===== src/rtl/rmt_frame_filter.sv =====
// rmt_frame_filter: forwards matching RMT frames, drops the rest, decodes the recon header and counts pass/drop
module rmt_frame_filter #(
   parameter int DATA_WIDTH = 512,
   parameter int KEEP_WIDTH = DATA_WIDTH/8,
   parameter int HDR_BYTES  = 46
) (
   input  logic                  s_axis_clk,
   input  logic                  rst,
   input  logic                  enable,
   input  logic [15:0]           cfg_udp_port,
   input  logic                  s_axis_tvalid,
   input  logic [DATA_WIDTH-1:0] s_axis_tdata,
   input  logic [KEEP_WIDTH-1:0] s_axis_tkeep,
   input  logic                  s_axis_tlast,
   output logic                  s_axis_tready,
   output logic                  m_axis_tvalid,
   output logic [DATA_WIDTH-1:0] m_axis_tdata,
   output logic [KEEP_WIDTH-1:0] m_axis_tkeep,
   output logic                  m_axis_tlast,
   input  logic                  m_axis_tready,
   output logic                  hdr_valid,
   output logic [1:0]            hdr_func_type,
   output logic [7:0]            hdr_bitstream_id,
   output logic                  hdr_size_valid,
   output logic [31:0]           hdr_size,
   output logic [31:0]           stat_pass_count,
   output logic [31:0]           stat_drop_count
);
   localparam int HB = HDR_BYTES*8;
   typedef enum logic [1:0] {START, PASS, DROP} state_t;
   state_t r_state, w_next;
   logic                  r_m_tvalid, r_m_tlast, r_hdr_valid, r_size_valid;
   logic [DATA_WIDTH-1:0] r_m_tdata;
   logic [KEEP_WIDTH-1:0] r_m_tkeep;
   logic [1:0]            r_func_type;
   logic [7:0]            r_bitstream_id;
   logic [31:0]           r_size, r_pass, r_drop;
   logic                  w_out_free, w_beat, w_start, w_match, w_accept, w_reject, w_load;
   assign w_out_free    = !r_m_tvalid || m_axis_tready;
   assign s_axis_tready = (r_state == DROP) ? 1'b1 : w_out_free;
   assign w_beat        = s_axis_tvalid && s_axis_tready;
   assign w_start       = w_beat && (r_state == START);
   assign w_match       = enable && (&s_axis_tkeep[53:0])
                          && (s_axis_tdata[12*8+:8] == 8'h08) && (s_axis_tdata[13*8+:8] == 8'h00)
                          && (s_axis_tdata[23*8+:8] == 8'h11)
                          && ({s_axis_tdata[36*8+:8], s_axis_tdata[37*8+:8]} == cfg_udp_port);
   assign w_accept      = w_start && w_match;
   assign w_reject      = w_start && !w_match;
   assign w_load        = w_accept || (w_beat && (r_state == PASS));
   // frame state register
   always_ff @(posedge s_axis_clk) begin
      if (rst) r_state <= START;
      else     r_state <= w_next;
   end
   // tlast always ends the frame; a start beat picks PASS or DROP for the remainder
   always_comb begin
      w_next = r_state;
      if (w_beat && s_axis_tlast) w_next = START;
      else if (w_start)           w_next = w_match ? PASS : DROP;
   end
   // output register: load on forwarded beat, otherwise drain when downstream takes it
   always_ff @(posedge s_axis_clk) begin
      if (rst) begin
         r_m_tvalid <= 1'b0;
         r_m_tdata  <= '0;
         r_m_tkeep  <= '0;
         r_m_tlast  <= 1'b0;
      end else if (w_load) begin
         r_m_tvalid <= 1'b1;
         r_m_tdata  <= s_axis_tdata;
         r_m_tkeep  <= s_axis_tkeep;
         r_m_tlast  <= s_axis_tlast;
      end else if (m_axis_tready) begin
         r_m_tvalid <= 1'b0;
      end
   end
   // recon header sideband, latched on accept and pulsed alongside the first output beat
   always_ff @(posedge s_axis_clk) begin
      if (rst) begin
         r_hdr_valid    <= 1'b0;
         r_func_type    <= '0;
         r_bitstream_id <= '0;
         r_size_valid   <= 1'b0;
         r_size         <= '0;
      end else begin
         r_hdr_valid <= w_accept;
         if (w_accept) begin
            r_func_type    <= s_axis_tdata[HB+:2];
            r_bitstream_id <= s_axis_tdata[HB+2+:8];
            r_size_valid   <= s_axis_tdata[HB+31];
            r_size         <= s_axis_tdata[HB+32+:32];
         end
      end
   end
   // saturating frame statistics
   always_ff @(posedge s_axis_clk) begin
      if (rst) begin
         r_pass <= '0;
         r_drop <= '0;
      end else begin
         if (w_accept && ~&r_pass) r_pass <= r_pass + 32'd1;
         if (w_reject && ~&r_drop) r_drop <= r_drop + 32'd1;
      end
   end
   assign m_axis_tvalid    = r_m_tvalid;
   assign m_axis_tdata     = r_m_tdata;
   assign m_axis_tkeep     = r_m_tkeep;
   assign m_axis_tlast     = r_m_tlast;
   assign hdr_valid        = r_hdr_valid;
   assign hdr_func_type    = r_func_type;
   assign hdr_bitstream_id = r_bitstream_id;
   assign hdr_size_valid   = r_size_valid;
   assign hdr_size         = r_size;
   assign stat_pass_count  = r_pass;
   assign stat_drop_count  = r_drop;
endmodule


===== config.mk =====
export PLATFORM = sky130hd
export DESIGN_NAME = rmt_frame_filter
export DESIGN_NICKNAME = d
export VERILOG_FILES = /design/src/rtl/rmt_frame_filter.sv
export SDC_FILE = /design/constraint.sdc
export NUM_CORES = 1
export LEC_CHECK = 0
export CAP_MARGIN = 20
export CORE_AREA = 3 3 499 501
export DETAILED_ROUTE_END_ITERATION = 10
export DIE_AREA = 0 0 502 504
export GPL_TIMING_DRIVEN = 1
export PLACE_DENSITY = 0.4
export SLEW_MARGIN = 20
export SYNTH_ARGS = -nofsm -noshare
export SYNTH_HDL_FRONTEND = slang
export SYNTH_SLANG_ARGS = --single-unit

===== constraint.sdc =====
create_clock -name s_axis_clk -period 3.7 [get_ports s_axis_clk]
set_input_delay 0.37 -clock s_axis_clk [delete_from_list [all_inputs] [get_ports s_axis_clk]]
set_output_delay 0.37 -clock s_axis_clk [all_outputs]
set_load 0.01 [all_outputs]

==> results.toml, run 1 <==
[outcome]
outcome = "finished, final reports clean"

[cts]
clock-sinks = 688
post_cts_resized = 0
numCtsBuffers = 96
cts.path.max_buffers = 3
clk_pin_slew_ns = 0.06
post_cts_buffers = 0
cts_root_buffer = "clkbuf_16"
cts_tree = "yes"
clkLatencyLatePin_ns = 0.72
htree_levels = 3
cts_hold_buf = 0

[power]
powerDensity_mw_per_mm2 = 359
p_leak_nw = 16.8
p_total_mw = 18.8
peakVddDrop_uv = 306

[timing]
slew_headroom_pct = 44.0
rsz0062_at_grt = "no"
finalSetupViolCount = 0
worst_pin_slew_ns = 0.831
hold_violations = 0
skew_ns = 0.0430
period_share_pct = 94.3
finalCriticalPeriod_ns = 3.49
drv_slew = 0
max_freq_ghz = 0.287

[synth]
synthCells = 3173
synth_top_area_share_pct = 44.4
yosysWarnings = 0
yosysMostFrequentCell = "nand2b_1"
syn-cell-area_mm2 = 0.0310
ys_seq_elements = 688
ys_seq_area_share_pct = 44.4
syn-num-nets = 3773
synth_common_cells = "1,158 x nand2b_1, 688 x dfxtp_1, 621 x mux2i_1"
yosys.area.top_type = "dfxtp_1"
synth_cell_types = 47
avgSynthCellArea_um2 = 9.78
synth-edff-count = 0
yosys_most_used_dff = "dfxtp_1"
synthTopCellsByArea = "dfxtp_1 44%, nand2b_1 23%, mux2i_1 20%"
async_reset_ff_share_pct = 0

[placed_design]
place.gp.congestion = 0.803
dp_cells = 7623
placed_cell_area_mm2 = 0.0490
dpl.hpwl_mm = 144
portBuffers = 1284

[critical_path]
path_common_cell = "or4_1"
cp_max_fo = 16
required_ns = 4.32
crit_arrival_ns = 4.11
critPathBufInv = 2
cp_top_family = "simple AND/OR/NAND/NOR gates"
crit_path_end_kind = "flip-flop"
regToRegSetupSlack_ns = 0.83
cpPeakStageDelay_ns = 0.72
critPathKind = "in2reg"
critPathLaunchType = "input pin"
cpMaxStageDelayCell = "or4_4"
path_cells = "clkdlybuf4s50_1, or4b_1, or4_1, or4_1, or4_4, buf_12, nor3_1, mux2_2"

[detailed_routing]
ant_nets = 0
avgViaCountPerCell = 3.52
drt-total-wl_mm = 175
avgRoutedWirePerCell_um = 22.5
num_vias = 27436
first_iter_violations = 1143
drt_pass1_iterations = 5
drcViolationCount = 0

[grt]
grt_usage_pct = 13.3
antenna_found_initial = 83
grt_pass1_wl_mm = 237
overflow = 0
grt_pass1_vias = 28220
grt_max_degree = 98

[worst_hold_path]
hp-class = "in2reg"

[cells_and_area]
fin_cells = 7802
area_delta_synth_final_pct = 68.6
final_net_count = 5101
n_fill_cell = 26731
drive_gt1_share_pct = 8.02
fin_area_mm2 = 0.0523

[die]
die_area_mm2 = 0.253
design.portCount = 1285
initial_utilization_pct = 12.7
rows = 182
die_y_um = 504
die_w_um = 502
core_area_mm2 = 0.245

[run]
drv_cap = 0
==> worst register-to-register path: cells and delay by family (launching register included) <==
family                 cells  cell delay [ns]
buffers and inverters      1             0.19
DFF                        1             0.38
and+or+nand+nor            4             2.08
AOI/OAI and AO/OA          1             0.15
==> kinds of logic after synthesis <==
logic type | Yosys count | synth area share, %
AO/OA/AOI/OAI | 92 | 1.86
XOR/XNOR | 16 | 0.451
adder cells (fa/ha/maj) | 2 | 0.0806
buffers and inverters | 245 | 3.01
flip-flops | 688 | 44.4
multiplexers | 642 | 20.8
AND/OR/NAND/NOR | 1488 | 29.4
==> worst paths after layout <==
| kind | from | endpoint | cells after the start |
|---|---|---|---|
| max | s_axis_tdata[189] | stat_pass_count[20] | 8 |
| min | s_axis_tdata[389] | m_axis_tdata[389] | 3 |
| max reg2reg | m_axis_tvalid | stat_pass_count[27] | 6 |
| min reg2reg | m_axis_tdata[195] | m_axis_tdata[195] | 2 |
==> power by group <==
group / leakage, nW / total (mW) / switching (mW) / internal [mW]
clock network: 1.63 / 9.87 / 3.98 / 5.89
logic: 9.66 / 1.50 / 0.567 / 0.935
registers: 5.54 / 7.42 / 0.00369 / 7.41
total: 16.8 / 18.8 / 4.55 / 14.2
==> cells in the final DEF, fill, tap and decap left out, types with 6 or more instances in the layout <==
cell type and count:
a21oi_1 41, and4_1 6, buf_12 43, buf_4 138
bufinv_16 7, clkbuf_1 19, clkbuf_16 96, clkbuf_8 30
clkdlybuf4s50_1 1283, clkinv_2 7, dfxtp_1 688, diode_2 8
inv_1 10, mux2_2 16, mux2i_1 621, nand2_1 29
nand2b_1 1158, nand3_1 20, nand4_1 50, nand4b_1 6
nor2_1 78, nor2b_1 21, nor3_1 17, nor4_1 20
o21ai_0 9, o31ai_1 30, or3_1 11, or4_1 40
xnor2_1 13
==> state kept, by name, summed over array words and instances (netlist names) <==
| signal | count |
|---|---|
| hdr_func_type | 2 |
| hdr_valid | 1 |
| m_axis_tkeep | 64 |
| m_axis_tvalid | 1 |
| hdr_bitstream_id | 8 |
| hdr_size | 32 |
| r_state | 2 |
| hdr_size_valid | 1 |
| m_axis_tdata | 512 |
| stat_drop_count | 32 |
| stat_pass_count | 32 |
| m_axis_tlast | 1 |
==> cell type report <==
type	count	area (um^2)	area share [%]
clock inverter	26	462	0.882
antenna	8	20.0	0.0382
inverter	10	37.5	0.0717
multi-input combinational	2240	16400	31.3
timing repair buffer	1465	14800	28.2
clock buffer	145	2890	5.51
sequential	688	13800	26.3
tap	3220	4030	7.70
==> stage by stage <==
step           hold slack [ns]  setup slack [ns]  TNS (ns)  utilization (%)
6_report                 0.197             0.210         0             21.3
5_1_grt                  0.121             0.189         0             21.3
4_1_cts                 0.0791             0.287         0             21.3
3_5_place_dp             0.460            -0.558   -237.00             20.0
3_3_place_gp             0.457            -0.577   -249.91             20.0
2_1_floorplan            0.493             0.412         0                -
==> per-layer routing <==
| layer | track usage (%) | part of all wire, % | vias to the layer above |
|---|---|---|---|
| met5 | 0 | 0.20 | - |
| met4 | 2.48 | 1.8 | 56 |
| met3 | 5.88 | 9.9 | 248 |
| met2 | 23.4 | 49 | 1036 |
| met1 | 14.7 | 39 | 12825 |
| li1 | - | - | 13271 |
Note: power is estimated with default switching activity, not from simulation.
==> run 2: changes to the inputs <==
Settings changed: CORE_AREA 3 3 499 501 to 2 2 505 507, DIE_AREA 0 0 502 504 to 0 0 507 509, PLACE_DENSITY 0.4 to 0.39.
==> run 2 against run 1 <==
  * Via count is 1.3% higher
  * First-iteration DRC count is 6.0% higher
  * Final area is 0.53% higher
  * Worst hold slack worse by 0.072 ns
  * Sequential power hardly changed
==> results.toml, run 2 (same netlist as run 1, synthesis figures left out) <==
[cells_and_area]
n_fill_cell = 27713
drive_gt1_share_pct = 8.19
final_net_count = 5113
final_util_pct = 20.8
fin_cells = 7986
area_delta_synth_final_pct = 69.5
largest_reg_flops = 512
layout_common_cells = "1,283 x clkdlybuf4s50_1, 1,158 x nand2b_1, 688 x dfxtp_1"
final_common_cell = "clkdlybuf4s50_1"

[placed_design]
place.gp.congestion = 0.799
dpl.hpwl_mm = 152
dp_cells = 7781
place_ws_ns = -0.872
portBuffers = 1284

[worst_hold_path]
hp-start = "rst"
hp-class = "in2reg"

[cts]
clkLatencyLatePin_ns = 0.76
htree_levels = 3
post_cts_buffers = 0
cts_tree = "yes"
cts_hold_buf = 0
cts.path.max_buffers = 3
cts_root_buffer = "clkbuf_16"
numCtsBuffers = 96
clock-sinks = 688
clk_pin_slew_ns = 0.06
post_cts_resized = 0

[die]
die_y_um = 509
core_area_mm2 = 0.253
initial_utilization_pct = 12.3
rows = 185
die_area_mm2 = 0.258
die_w_um = 507
design.portCount = 1285

[detailed_routing]
num_vias = 27805
drt-total-wl_mm = 184
avgViaCountPerCell = 3.48
drt_pass1_iterations = 4
first_iter_violations = 1212
avgRoutedWirePerCell_um = 23.1
drcViolationCount = 0
ant_nets = 0

[timing]
finalCriticalPeriod_ns = 3.56
drv_slew = 0
worst_slack_ns = 0.135
hold_violations = 0
skew_ns = 0.0833
period_share_pct = 96.3
finalSetupViolCount = 0
slew_headroom_pct = 39.9
whs_ns = 0.124
worst_pin_slew_ns = 0.893
rsz0062_at_grt = "no"
max_freq_ghz = 0.281

[power]
peakVddDrop_uv = 358
p_total_mw = 18.7
p_leak_nw = 16.9
powerDensity_mw_per_mm2 = 356

[critical_path]
path_common_cell = "or4_1"
required_ns = 4.33
cpPeakStageDelay_ns = 0.71
critPathKind = "in2reg"
crit_arrival_ns = 4.20
cp_max_fo = 12
r2r-start = "m_axis_tvalid"
crit_path_end_kind = "flip-flop"
path_cells = "clkdlybuf4s50_1, or4b_4, or4_1, or4_1, or4_4, nor4_1, mux2_1"
critPathLaunchType = "input pin"
startpoint = "s_axis_tdata[188]"
cpMaxStageDelayCell = "or4_4"
regToRegSetupSlack_ns = 0.87

[grt]
grt_pass1_wl_mm = 245
grt_pass1_vias = 28493
overflow = 0
grt_max_degree = 150
grt_usage_pct = 13.7
antenna_found_initial = 113

[outcome]
outcome = "finished, final reports clean"

[run]
drv_cap = 0
==> run 2: cell types whose count changed in the layout (fill, tap and decap cells not counted), sizes merged, moves of 2 or more <==
| cell | before | now |
|---|---|---|
| clkinv | 14 | 25 |
| bufinv | 7 | 9 |
| buf | 182 | 194 |
| clkbuf | 145 | 139 |
| diode | 8 | 29 |
==> run 2: worst max-delay path, delay by kind of cell <==
| family | cells | cell delay [ns] |
|---|---|---|
| muxes | 1 | 0.35 |
| and+or+nand+nor | 5 | 2.77 |
| buffers and inverters | 1 | 0.68 |
==> run 2: cell type report <==
cell class,count,area (um^2),share of cell area (%)
multi-input cells,2240,16400,31.1
repair buffers,1477,14900,28.2
flip-flops and latches,688,13800,26.2
well taps,3366,4210,8.00
clock buffers,139,2710,5.16
clock inverters,37,568,1.08
diodes,29,72.6,0.138
inverters,10,37.5,0.0713
==> run 2: worst paths after layout <==
| check | end | cells past startpoint |
|---|---|---|
| setup / recovery | stat_pass_count[6] | 7 |
| hold / removal | hdr_bitstream_id[0] | 2 |
| setup reg to reg | stat_pass_count[6] | 5 |
| hold reg to reg | m_axis_tdata[246] | 2 |
==> run 2: where the power goes <==
part           switching, mW  internal (mW)
combinational          0.571          0.926
clock                   4.07           5.76
sequential           0.00373           7.41
==> run 2: metrics by stage <==
| step | cell area (um^2) | TNS (ns) |
|---|---|---|
| 3_5_place_dp | 49300 | -282.03 |
| 5_1_grt | 52600 | 0 |
| 3_3_place_gp | 49300 | -262.56 |
| 4_1_cts | 52500 | 0 |
| 2_1_floorplan | 31000 | 0 |
| 6_report | 52600 | 0 |
==> run 2: layer usage <==
metal,global-route usage (%),part of all wire (%)
met5,0,0.22
met4,2.72,2.0
met3,7.51,12
met2,24.1,49
met1,14.3,37
==> run 3: changes to the inputs <==
Settings changed: CORE_AREA 2 2 505 507 to 2 2 498 500, DIE_AREA 0 0 507 509 to 0 0 500 502, PLACE_DENSITY 0.39 to 0.4.
==> run 3 against run 2 <==
  * Combinational power about the same
  * Total power fell by 2.1%
  * Critical path depth increased by 1
  * Non-clock buffer count grew 2
  * Global-route usage shrank 0.30 points
  * Clock skew fell by 0.025 ns
  * Routed wire length decreased by 5.1%
  * Sequential cell count unchanged
  * First-iteration DRC count grew 2.7%
  * Cell count fell by 1.9%
  * Utilization is 0.48 points higher
  * Fmax fell by 1.8%
==> results.toml, run 3 (same netlist as run 1, synthesis figures left out) <==
[placed_design]
dp_cells = 7637
place_ws_ns = -0.798
dpl.hpwl_mm = 142
place.gp.congestion = 0.811
portBuffers = 1284

[timing]
rsz0062_at_grt = "no"
skew_ns = 0.0583
worst_pin_slew_ns = 1.01
drv_slew = 0
finalCriticalPeriod_ns = 3.63
max_freq_ghz = 0.276
slew_headroom_pct = 32.2
finalSetupViolCount = 0
tns_ns = 0
hold_violations = 0
worst_slack_ns = 0.0709
period_share_pct = 98.1

[power]
peakVddDrop_uv = 337
power_frac_clock_pct = 51.5
switchingPower_mw = 4.53
p_leak_nw = 16.8
comb_power_share_pct = 8.1
p_int_mw = 13.8
pwr-share-seq_pct = 40.4
powerDensity_mw_per_mm2 = 351
switching_share_pct = 24.7

[worst_hold_path]
holdPathStages = 2
hp-start = "rst"
hp-class = "in2reg"
min_to = "stat_drop_count[19]"

[cts]
post_cts_resized = 0
clkLatencyLatePin_ns = 0.76
numCtsBuffers = 97
cts_hold_buf = 0
htree_levels = 3
cts_tree = "yes"
clock-sinks = 688
post_cts_buffers = 0
clk_pin_slew_ns = 0.06
cts.path.max_buffers = 3
cts_root_buffer = "clkbuf_16"

[detailed_routing]
drt_pass1_iterations = 5
first_iter_violations = 1245
drcViolationCount = 0
avgViaCountPerCell = 3.49
drt-total-wl_mm = 175
num_vias = 27355
avgRoutedWirePerCell_um = 22.4
ant_nets = 0

[grt]
met2_usage_pct = 22.7
grt_max_degree = 143
grt_pass1_vias = 28341
use_met1_pct = 14.5
groute.layer.met3.usage_pct = 6.80
overflow = 0
grt_busiest_layer = "met2"
grt_usage_pct = 13.4
antenna_found_initial = 92
grt_pass1_wl_mm = 236

[critical_path]
crit_arrival_ns = 4.27
cpMaxStageDelayCell = "or4b_1"
cpPeakStageDelay_ns = 0.74
required_ns = 4.34
r2r-end = "stat_pass_count[11]"
reg2regPathDepth = 6
crit_path_end_kind = "flip-flop"
path_cells = "clkdlybuf4s50_1, or4b_1, or4_1, or4_1, or4_4, buf_12, nor3_1, mux2_2"
r2r-start = "stat_pass_count[1]"
critPathLaunchType = "input pin"
path_common_cell = "or4_1"
regToRegSetupSlack_ns = 0.92
cp_max_fo = 14
critPathKind = "in2reg"

[outcome]
outcome = "finished, final reports clean"

[die]
design.portCount = 1285
core_area_mm2 = 0.245
die_w_um = 500
rows = 182
die_y_um = 502
die_area_mm2 = 0.251
initial_utilization_pct = 12.7

[run]
drv_cap = 0

[cells_and_area]
final_net_count = 5116
layout_common_cells = "1,283 x clkdlybuf4s50_1, 1,158 x nand2b_1, 688 x dfxtp_1"
area_delta_synth_final_pct = 68.3
drive_gt1_share_pct = 7.94
fin_cells = 7832
largest_reg_flops = 512
final_common_cell = "clkdlybuf4s50_1"
[run 3: area by class of cell]
cell class,count,area (um^2)
well taps,3220,4030
inverters,10,37.5
clock inverters,20,333
diodes,28,70.1
fillers,26820,193000
clock buffers,147,2800
multi-input cells,2240,16400
flip-flops and latches,688,13800
repair buffers,1479,14800
[run 3: how the worst max path moves through the flow]
stage | from | to | cells after the start
6_report | s_axis_tdata[189] | stat_pass_count[22] | 8
3_5_place_dp | s_axis_tdata[189] | stat_pass_count[20] | 8
3_3_place_gp | s_axis_tdata[189] | stat_pass_count[20] | 8
2_1_floorplan | s_axis_tdata[189] | stat_pass_count[10] | 7
5_1_grt | s_axis_tdata[189] | stat_pass_count[22] | 8
4_1_cts | s_axis_tdata[189] | stat_pass_count[20] | 8
[run 3: through the flow]
step | area [um^2] | total power, mW | util [%] | hold slack (ns)
floorplan | 31000 | 8.07 | - | 0.493
global placement | 49000 | 9.09 | 20.0 | 0.457
detailed placement | 49000 | 9.10 | 20.0 | 0.459
CTS | 52200 | 18.9 | 21.3 | 0.0675
global route | 52200 | 19.2 | 21.3 | 0.132
finish | 52200 | 18.3 | 21.3 | 0.168
[run 3: power by group through the flow]
| stage | combinational, mW | sequential [mW] | clock [mW] |
|---|---|---|---|
| 6_report | 1.48 | 7.42 | 9.45 |
| 5_1_grt | 1.60 | 7.41 | 10.2 |
| 4_1_cts | 1.52 | 7.42 | 9.96 |
| 3_5_place_dp | 1.52 | 7.58 | 0 |
| 3_3_place_gp | 1.51 | 7.58 | 0 |
| 2_1_floorplan | 0.495 | 7.58 | 0 |
[run 3: worst max-delay path, delay by kind of cell]
kind	cells	cell delay [ns]
AND/OR/NAND/NOR	5	2.90
buffers and inverters	2	0.61
multiplexers	1	0.36
[run 3: metal layers]
| metal | share of wire (%) | vias up | routed length, um |
|---|---|---|---|
| li1 | - | 13313 | - |
| met1 | 38 | 12650 | 67200 |
| met2 | 48 | 1067 | 83400 |
| met3 | 11 | 265 | 19800 |
| met4 | 2.5 | 60 | 4330 |
| met5 | 0.20 | - | 355 |
